$ cat config.mk
export PLATFORM = sky130hd
export DESIGN_NAME = pipe_scoreboard
export DESIGN_NICKNAME = d
export VERILOG_FILES = /design/src/rtl/pipe_scoreboard.sv
export SDC_FILE = /design/constraint.sdc
export NUM_CORES = 1
export LEC_CHECK = 0
export CAP_MARGIN = 30
export CORE_MARGIN = 10
export CORE_UTILIZATION = 27
export CTS_BUF_LIST = sky130_fd_sc_hd__clkbuf_8
export DETAILED_ROUTE_END_ITERATION = 8
export PLACE_DENSITY = 0.54
export SYNTH_ARGS = -nofsm -noshare
export SYNTH_HDL_FRONTEND = slang
export SYNTH_SLANG_ARGS = --single-unit
$ cat constraint.sdc
create_clock -name clk -period 12.37 [get_ports clk]
set_input_delay 2.474 -clock clk [delete_from_list [all_inputs] [get_ports clk]]
set_output_delay 2.474 -clock clk [all_outputs]
set_load 0.1 [all_outputs]
$ cat src/rtl/pipe_scoreboard.sv
// Register-write scoreboard for a DEPTH-stage post-decode pipeline: decides
// decode load-use stalls and registers the per-operand forwarding select for E.
module pipe_scoreboard #(
  parameter int REG_BITS   = 5,
  parameter int DEPTH      = 3,
  parameter int NSRC       = 2,
  parameter int ALU_READY  = 1,
  parameter int LOAD_READY = 2,
  parameter int SELW       = $clog2(DEPTH)
) (
  input  logic                         clk,
  input  logic                         reset,
  input  logic                         advance,
  input  logic                         issue_valid,
  input  logic                         issue_writes,
  input  logic                         issue_load,
  input  logic [REG_BITS-1:0]          issue_rd,
  input  logic [NSRC*REG_BITS-1:0]     issue_src,
  input  logic [NSRC-1:0]              issue_src_used,
  input  logic                         flush_d,
  input  logic [DEPTH-1:0]             flush_mask,
  output logic                         stall_d,
  output logic [NSRC*SELW-1:0]         fwd_sel_e,
  output logic [$clog2(DEPTH+1)-1:0]   inflight
);
  localparam int CNTW = $clog2(DEPTH+1);

  logic [DEPTH-1:0]    entValid;
  logic [DEPTH-1:0]    nextValid;
  logic [DEPTH-1:0]    entLoad;
  logic [REG_BITS-1:0] entRd [DEPTH];
  logic [NSRC-1:0]     matchFound;
  logic [NSRC-1:0]     opStall;
  logic [SELW-1:0]     matchStage [NSRC];
  logic                accept;
  logic [NSRC*SELW-1:0] nextFwd;
  logic [CNTW-1:0]     nextCount;

  function automatic int readyStage(input logic isLoad);
    return isLoad ? LOAD_READY : ALU_READY;
  endfunction

  // Scan oldest to youngest so the youngest live producer is the one kept.
  always_comb begin
    for (int i = 0; i < NSRC; i++) begin
      matchFound[i] = 1'b0;
      matchStage[i] = '0;
      for (int s = DEPTH-1; s >= 0; s--) begin
        if (issue_src_used[i] && (issue_src[i*REG_BITS +: REG_BITS] != '0) &&
            entValid[s] && !flush_mask[s] &&
            (entRd[s] == issue_src[i*REG_BITS +: REG_BITS])) begin
          matchFound[i] = 1'b1;
          matchStage[i] = SELW'(s);
        end
      end
    end
  end

  // A producer in the last stage is retiring through the write-through regfile.
  always_comb begin
    opStall = '0;
    nextFwd = '0;
    for (int i = 0; i < NSRC; i++) begin
      if (matchFound[i] && (int'(matchStage[i]) < DEPTH-1)) begin
        if (int'(matchStage[i]) + 1 < readyStage(entLoad[matchStage[i]]))
          opStall[i] = 1'b1;
        nextFwd[i*SELW +: SELW] = SELW'(int'(matchStage[i]) + 1);
      end
    end
    stall_d = issue_valid & ~flush_d & (|opStall);
    accept  = issue_valid & ~flush_d & ~stall_d;
    if (!accept)
      nextFwd = '0;
  end

  always_comb begin
    nextValid    = '0;
    nextValid[0] = accept & issue_writes & (issue_rd != '0);
    for (int s = 1; s < DEPTH; s++)
      nextValid[s] = entValid[s-1] & ~flush_mask[s-1];
    nextCount = '0;
    for (int s = 0; s < DEPTH; s++)
      nextCount = nextCount + CNTW'(nextValid[s]);
  end

  // Stage boundary: control state (valid bits, selects, count) is reset.
  always_ff @(posedge clk) begin
    if (reset) begin
      entValid  <= '0;
      fwd_sel_e <= '0;
      inflight  <= '0;
    end else if (advance) begin
      entValid  <= nextValid;
      fwd_sel_e <= nextFwd;
      inflight  <= nextCount;
    end
  end

  // Stage boundary: entry payload only matters when its valid bit is set.
  always_ff @(posedge clk) begin
    if (advance) begin
      entRd[0]   <= issue_rd;
      entLoad[0] <= issue_load;
      for (int s = 1; s < DEPTH; s++) begin
        entRd[s]   <= entRd[s-1];
        entLoad[s] <= entLoad[s-1];
      end
    end
  end
endmodule

==> results.json, run 1 <==
{
  "status": "finished clean",
  "hold_path_end": "fwd_sel_e[0]",
  "synth_cells": 127,
  "slowest_delay_ns": 1.15,
  "clockBufferDepth": 2,
  "post-place-ws_ns": 3.13,
  "num_rows": 27,
  "p_leak_uw": 0.000694,
  "yosysMostFrequentCell": "xnor2_1",
  "syn-num-nets": 159,
  "die-area_um2": 9030,
  "crit_path_end_kind": "output pin",
  "synthTopCellsByCount": "xnor2_1 (24), edfxtp_1 (18), dfxtp_1 (9)",
  "root_buffer": "clkbuf_8",
  "crit_path_max_fanout": 7,
  "rsz0062_at_grt": "no",
  "worst_pin_slew_ns": 0.990,
  "ys_types": 32,
  "cp_num_buf_inv": 2,
  "wl_per_cell_um": 15.5,
  "cp_top_family": "buffers and inverters",
  "finalSetupViolations": 0,
  "drc": 0,
  "slew_viol_final": 0,
  "hold-worst-slack_ns": 0.473,
  "place_congestion": 0.882,
  "layout_min_cycle_time_ns": 9.27,
  "io_pins": 34,
  "clock_sinks": 27,
  "grt_pass1_wl_mm": 5.99,
  "cp.required_ns": 9.90,
  "rr_endpoint": "inflight[0]",
  "antenna_cells": 0,
  "hp-start": "fwd_sel_e[0]",
  "ys_seq_elements": 27,
  "drv_cap": 0,
  "fmax_ghz": 0.108,
  "arrival_ns": 6.79,
  "yosys.area.top_type": "edfxtp_1",
  "netlist_area_um2": 1520,
  "wl_mm": 3.66,
  "antenna_found_initial": 0,
  "insertion_delay_ns": 0.28,
  "seq_area_um2": 721,
  "slew_headroom_pct": 33.8,
  "fin_skew_ns": 0.00818,
  "vias_per_cell": 4.64,
  "dp_hpwl_mm": 2.98,
  "r2r-start": "entRd[0][7]",
  "multi_input_comb_area_um2": 779,
  "drive_gt1_share_pct": 9.76,
  "post_cts_buffers": 0,
  "area_growth_pct": 31.1,
  "syn_area_per_cell_um2": 12.0,
  "cts_inserted_buffers": 3,
  "cts_htree_levels": 1,
  "crit_chain": "clkdlybuf4s50_1, or4_1, o21ai_2, or4_1, nand2b_4, mux2_2, mux2i_1, fa_1, a21bo_1, a22o_4, nor2b_1, clkdlybuf4s50_1",
  "grt.total_usage_pct": 8.43,
  "portBuffers": 33,
  "initial_core_util_pct": 27.8,
  "async_reset_ff_share_pct": 0,
  "final_util_pct": 36.4,
  "crit_type": "input pin to output pin",
  "ant_nets": 0,
  "nNetsFinal": 197,
  "synth_edf_count": 18,
  "dieWidth_um": 95.0,
  "yosys-top-cells-area": "edfxtp_1 (36%), xnor2_1 (14%), dfxtp_1 (12%)",
  "netlist.area_leader.share_pct": 35.6,
  "vdd_drop_max_mv": 0.0459,
  "num_vias": 1095,
  "drt-initial-drc-count": 76,
  "start_kind": "input pin",
  "grt_max_degree": 25,
  "seq_area_frac_synth_pct": 47.4,
  "hold_class": "flip-flop to flip-flop",
  "layout_setup_ws_ns": 3.10,
  "cts_tree": "built",
  "critPathSlowestCell": "clkdlybuf4s50_1",
  "cts_resized": 0,
  "p_per_area_nw_per_um2": 93.8,
  "coreArea_um2": 5470,
  "dr.pass1.iters": 4,
  "overflow": 0,
  "r2r.worst_path.cells": 13,
  "grt_pass1_vias": 1193,
  "ff2ff_setup_slack_ns": 8.55,
  "final_hold_viol_count": 0,
  "final.fill_count": 550,
  "ctsHoldBuffers": 0,
  "yosysWarnings": 0,
  "synthFlopType": "edfxtp_1",
  "hold_depth": 2,
  "die_h_um": 95.0,
  "clkTransAtPathRegs_ns": 0.09,
  "final.setup.tns_ns": 0,
  "finalCritPeriodShare_pct": 74.9
}
[registers in the layout, summed over array words and instances, names as in the netlist]
| register | flops |
|---|---|
| entLoad | 3 |
| fwd_sel_e | 4 |
| entValid | 3 |
| inflight | 2 |
| entRd | 15 |
[area by class of cell]
class	instances	area share, %
well taps	72	4.52
clock inverters	1	0.377
clock buffers	3	2.07
flip-flops and latches	27	36.2
repair buffers	34	17.0
inverters	4	0.754
multi-input cells	95	39.1
[power by group]
part | internal (uW) | leakage (uW) | switching [uW]
Combinational | 16.5 | 0.000424 | 12.3
Clock | 22.9 | 0.0000217 | 29.2
Sequential | 101 | 0.000249 | 4.59
Total | 141 | 0.000694 | 46.1
[tightest hold or removal path, cell delays in order (launching register included)]
cell	delay, ns
dfxtp_1	0.34
nand2_1	0.06
o31ai_2	0.05
[routing by layer]
layer / global-route usage (%) / share of wire (%) / routed length, um / vias to the layer above
li1: - / - / - / 541
met1: 10.6 / 45 / 1650 / 530
met2: 14.1 / 49 / 1790 / 24
met3: 2.93 / 5.9 / 217 / 0
met4: 0.748 / 0 / 0 / 0
met5: 0 / 0 / 0 / -
[through the flow]
stage,area [um^2],instances,total power (uW)
global route,1990,236,196
detailed placement,1940,232,137
global placement,1940,232,137
finish,1990,236,187
floorplan,1520,127,121
CTS,1990,236,189
[cell families after synthesis]
| logic type | Yosys count | synth area share (%) |
|---|---|---|
| AO/OA/AOI/OAI | 16 | 9.72 |
| XOR/XNOR | 30 | 17.3 |
| adder cells (fa/ha/maj) | 5 | 5.11 |
| buffers and inverters | 5 | 1.24 |
| flip-flops | 27 | 47.4 |
| multiplexers | 6 | 4.04 |
| AND/OR/NAND/NOR | 38 | 15.2 |
[worst max-delay path by stage]
stage,start,cells past startpoint,endpoint
floorplan,issue_src[9],10,stall_d
global placement,issue_src[9],12,stall_d
detailed placement,issue_src[9],12,stall_d
CTS,issue_src[9],12,stall_d
global route,issue_src[9],12,stall_d
finish,issue_src[9],12,stall_d
[placed cells by master (no fill, tap or decap)]
cell,count
or4_4,1
and3_1,1
clkinvlp_4,1
or3_1,1
o21ai_2,2
mux2i_1,5
o22ai_1,1
o31ai_2,3
nand2b_4,1
inv_1,4
nand2_1,5
or3b_2,1
nand2b_1,4
nand4_1,6
nor2_1,7
nor2b_1,1
mux2_2,1
fa_1,2
edfxtp_1,18
a211oi_1,1
ha_1,3
nor3_1,1
nor4_1,2
a22o_4,1
xor2_1,6
xnor2_1,24
clkbuf_8,3
o31ai_4,1
buf_4,1
or4_1,7
clkdlybuf4s50_1,33
a21oi_1,3
a21bo_1,1
dfxtp_1,9
o21ai_0,3
No activity file was read; power rests on OpenSTA's default activity.
==> inputs of run 2 (changes only) <==
- PLACE_DENSITY: 0.54 -> 0.56
- clock period: 12.37 -> 8.14 ns (I/O delays scaled with it)
==> run 2 against run 1 <==
  * Count of clock-buffer cells in the layout unchanged
  * Worst setup slack worse by 1.6 ns
  * Die area unchanged
  * Clock power up 47%
  * Sequential share of layout area down 0.27 points
  * Critical path type unchanged
  * Critical endpoint unchanged
  * Highest routed layer is now met4
==> results.json, run 2 (synthesis results as in run 1) <==
{
  "status": "finished clean",
  "cts_tree": "built",
  "cp.required_ns": 6.51,
  "wl_per_cell_um": 14.8,
  "vias_per_cell": 4.55,
  "antenna_found_initial": 0,
  "grt_pass1_wl_mm": 5.95,
  "clockBufferDepth": 2,
  "overflow": 0,
  "top_register": "entRd",
  "dr.pass1.iters": 3,
  "hold_class": "flip-flop to flip-flop",
  "crit_chain": "clkdlybuf4s50_1, or4_1, o21ai_2, or4_1, nand2b_4, mux2_2, mux2i_1, fa_1, a21bo_1, a22o_4, nor2b_1, buf_4",
  "area_growth_pct": 32.1,
  "initial_core_util_pct": 27.8,
  "clkTransAtPathRegs_ns": 0.09,
  "clock_sinks": 27,
  "hold-worst-slack_ns": 0.486,
  "vdd_drop_max_mv": 0.0680,
  "cp_top_family": "simple AND/OR/NAND/NOR gates",
  "arrival_ns": 5.05,
  "cts_resized": 0,
  "fin_skew_ns": 0.00395,
  "final_hold_viol_count": 0,
  "final_common_cell": "clkdlybuf4s50_1",
  "crit_type": "input pin to output pin",
  "nNetsFinal": 197,
  "ant_nets": 0,
  "wl_met3_um": 178,
  "biggestRegsByFlops": "entRd (15), fwd_sel_e (4)",
  "layout_common_cells": "clkdlybuf4s50_1 (32), xnor2_1 (24), edfxtp_1 (18), dfxtp_1 (9)",
  "die_h_um": 95.0,
  "cp_num_buf_inv": 2,
  "insertion_delay_ns": 0.27,
  "layout_min_cycle_time_ns": 6.67,
  "num_rows": 27,
  "antenna_cells": 0,
  "root_buffer": "clkbuf_8",
  "start_kind": "input pin",
  "finalCritPeriodShare_pct": 82.0,
  "p_per_area_nw_per_um2": 141,
  "dp_hpwl_mm": 2.95,
  "hold_depth": 2,
  "cp_num_cells": 12,
  "slew_viol_final": 0,
  "r2r.worst_path.cells": 13,
  "post_cts_buffers": 0,
  "crit_path_end_kind": "output pin",
  "worst_pin_slew_ns": 0.986,
  "coreArea_um2": 5470,
  "ctsHoldBuffers": 0,
  "rsz0062_at_grt": "no",
  "slew_headroom_pct": 34.1,
  "p_leak_uw": 0.000708,
  "wl_mm": 3.49,
  "die-area_um2": 9030,
  "final.setup.tns_ns": 0,
  "grt_max_degree": 21,
  "largest_register_ffs": 15,
  "wl_met2_mm": 1.76,
  "finalSetupViolations": 0,
  "final.fill_count": 542,
  "drv_cap": 0,
  "drt-initial-drc-count": 62,
  "crit_path_max_fanout": 7,
  "fmax_ghz": 0.150,
  "num_vias": 1074,
  "drive_gt1_share_pct": 10.4,
  "grt.total_usage_pct": 8.24,
  "grt_pass1_vias": 1227,
  "cts_inserted_buffers": 3,
  "highest_layer": "met4",
  "dieWidth_um": 95.0,
  "met1_length_mm": 1.55,
  "slowest_delay_ns": 0.56,
  "critPathSlowestCell": "or4_1",
  "place_congestion": 0.774,
  "drc": 0,
  "crit_top_cell": "or4_1",
  "io_pins": 34,
  "portBuffers": 33,
  "cts_htree_levels": 1
}
==> run 2: changes by cell type in the layout (fill, tap and decap cells not counted) <==
cell | previous run | this run
buf_16 | 0 | 1
clkinvlp_4 | 1 | 0
clkdlybuf4s50_1 | 33 | 32
clkinv_2 | 0 | 1
==> run 2: worst reg2reg max path: stages (launching register included) <==
cell and delay, ns:
edfxtp_1 0.47, xnor2_1 0.19, nand4_1 0.13, or4_1 0.54
nand2b_4 0.19, mux2_2 0.22, mux2i_1 0.10, fa_1 0.53
a21bo_1 0.20, a22o_4 0.26, nor3_1 0.25, fa_1 0.45
mux2i_1 0.14, nor2_1 0.05
==> run 2: path summary, 6_finish.rpt <==
check	startpoint	to	slack, ns
worst max-delay path	issue_src[9]	stall_d	1.47
worst max register to register	entRd[0][7]	inflight[0]	4.30
worst min register to register	entValid[0]	entValid[0]	0.49
worst min-delay path	entValid[0]	entValid[0]	0.49
==> run 2: area by class of cell <==
cell class / instances / area (um^2) / area share (%)
clock buffer: 3 / 41.3 / 2.06
clock inverter: 1 / 5.00 / 0.249
inverter: 4 / 15.0 / 0.748
multi-input combinational: 95 / 779 / 38.8
sequential: 27 / 721 / 35.9
tap: 72 / 90.1 / 4.49
timing repair buffer: 34 / 355 / 17.7
==> run 2: power breakdown <==
group	total [uW]	internal, uW	switching, uW
registers	161	154	6.79
clock network	76.7	34.3	42.4
logic	44.8	26.1	18.7
==> run 2: per-layer routing <==
metal	vias to the layer above	global-route usage, %
met5	-	0
met4	0	1.50
met3	2	2.85
met2	21	14.6
met1	509	9.44
li1	542	-
==> run 2: per-stage QoR <==
| step | power [uW] | cell area (um^2) | utilization [%] | setup WS [ns] | instances |
|---|---|---|---|---|---|
| after floorplan | 184 | 1520 | - | 1.23 | 127 |
| after global placement | 207 | 1930 | 35.3 | 1.54 | 231 |
| after detailed placement | 209 | 1960 | 35.8 | 1.44 | 232 |
| after CTS | 286 | 2010 | 36.7 | 1.43 | 236 |
| after global routing | 297 | 2010 | 36.7 | 1.24 | 236 |
| final | 282 | 2010 | 36.7 | 1.47 | 236 |
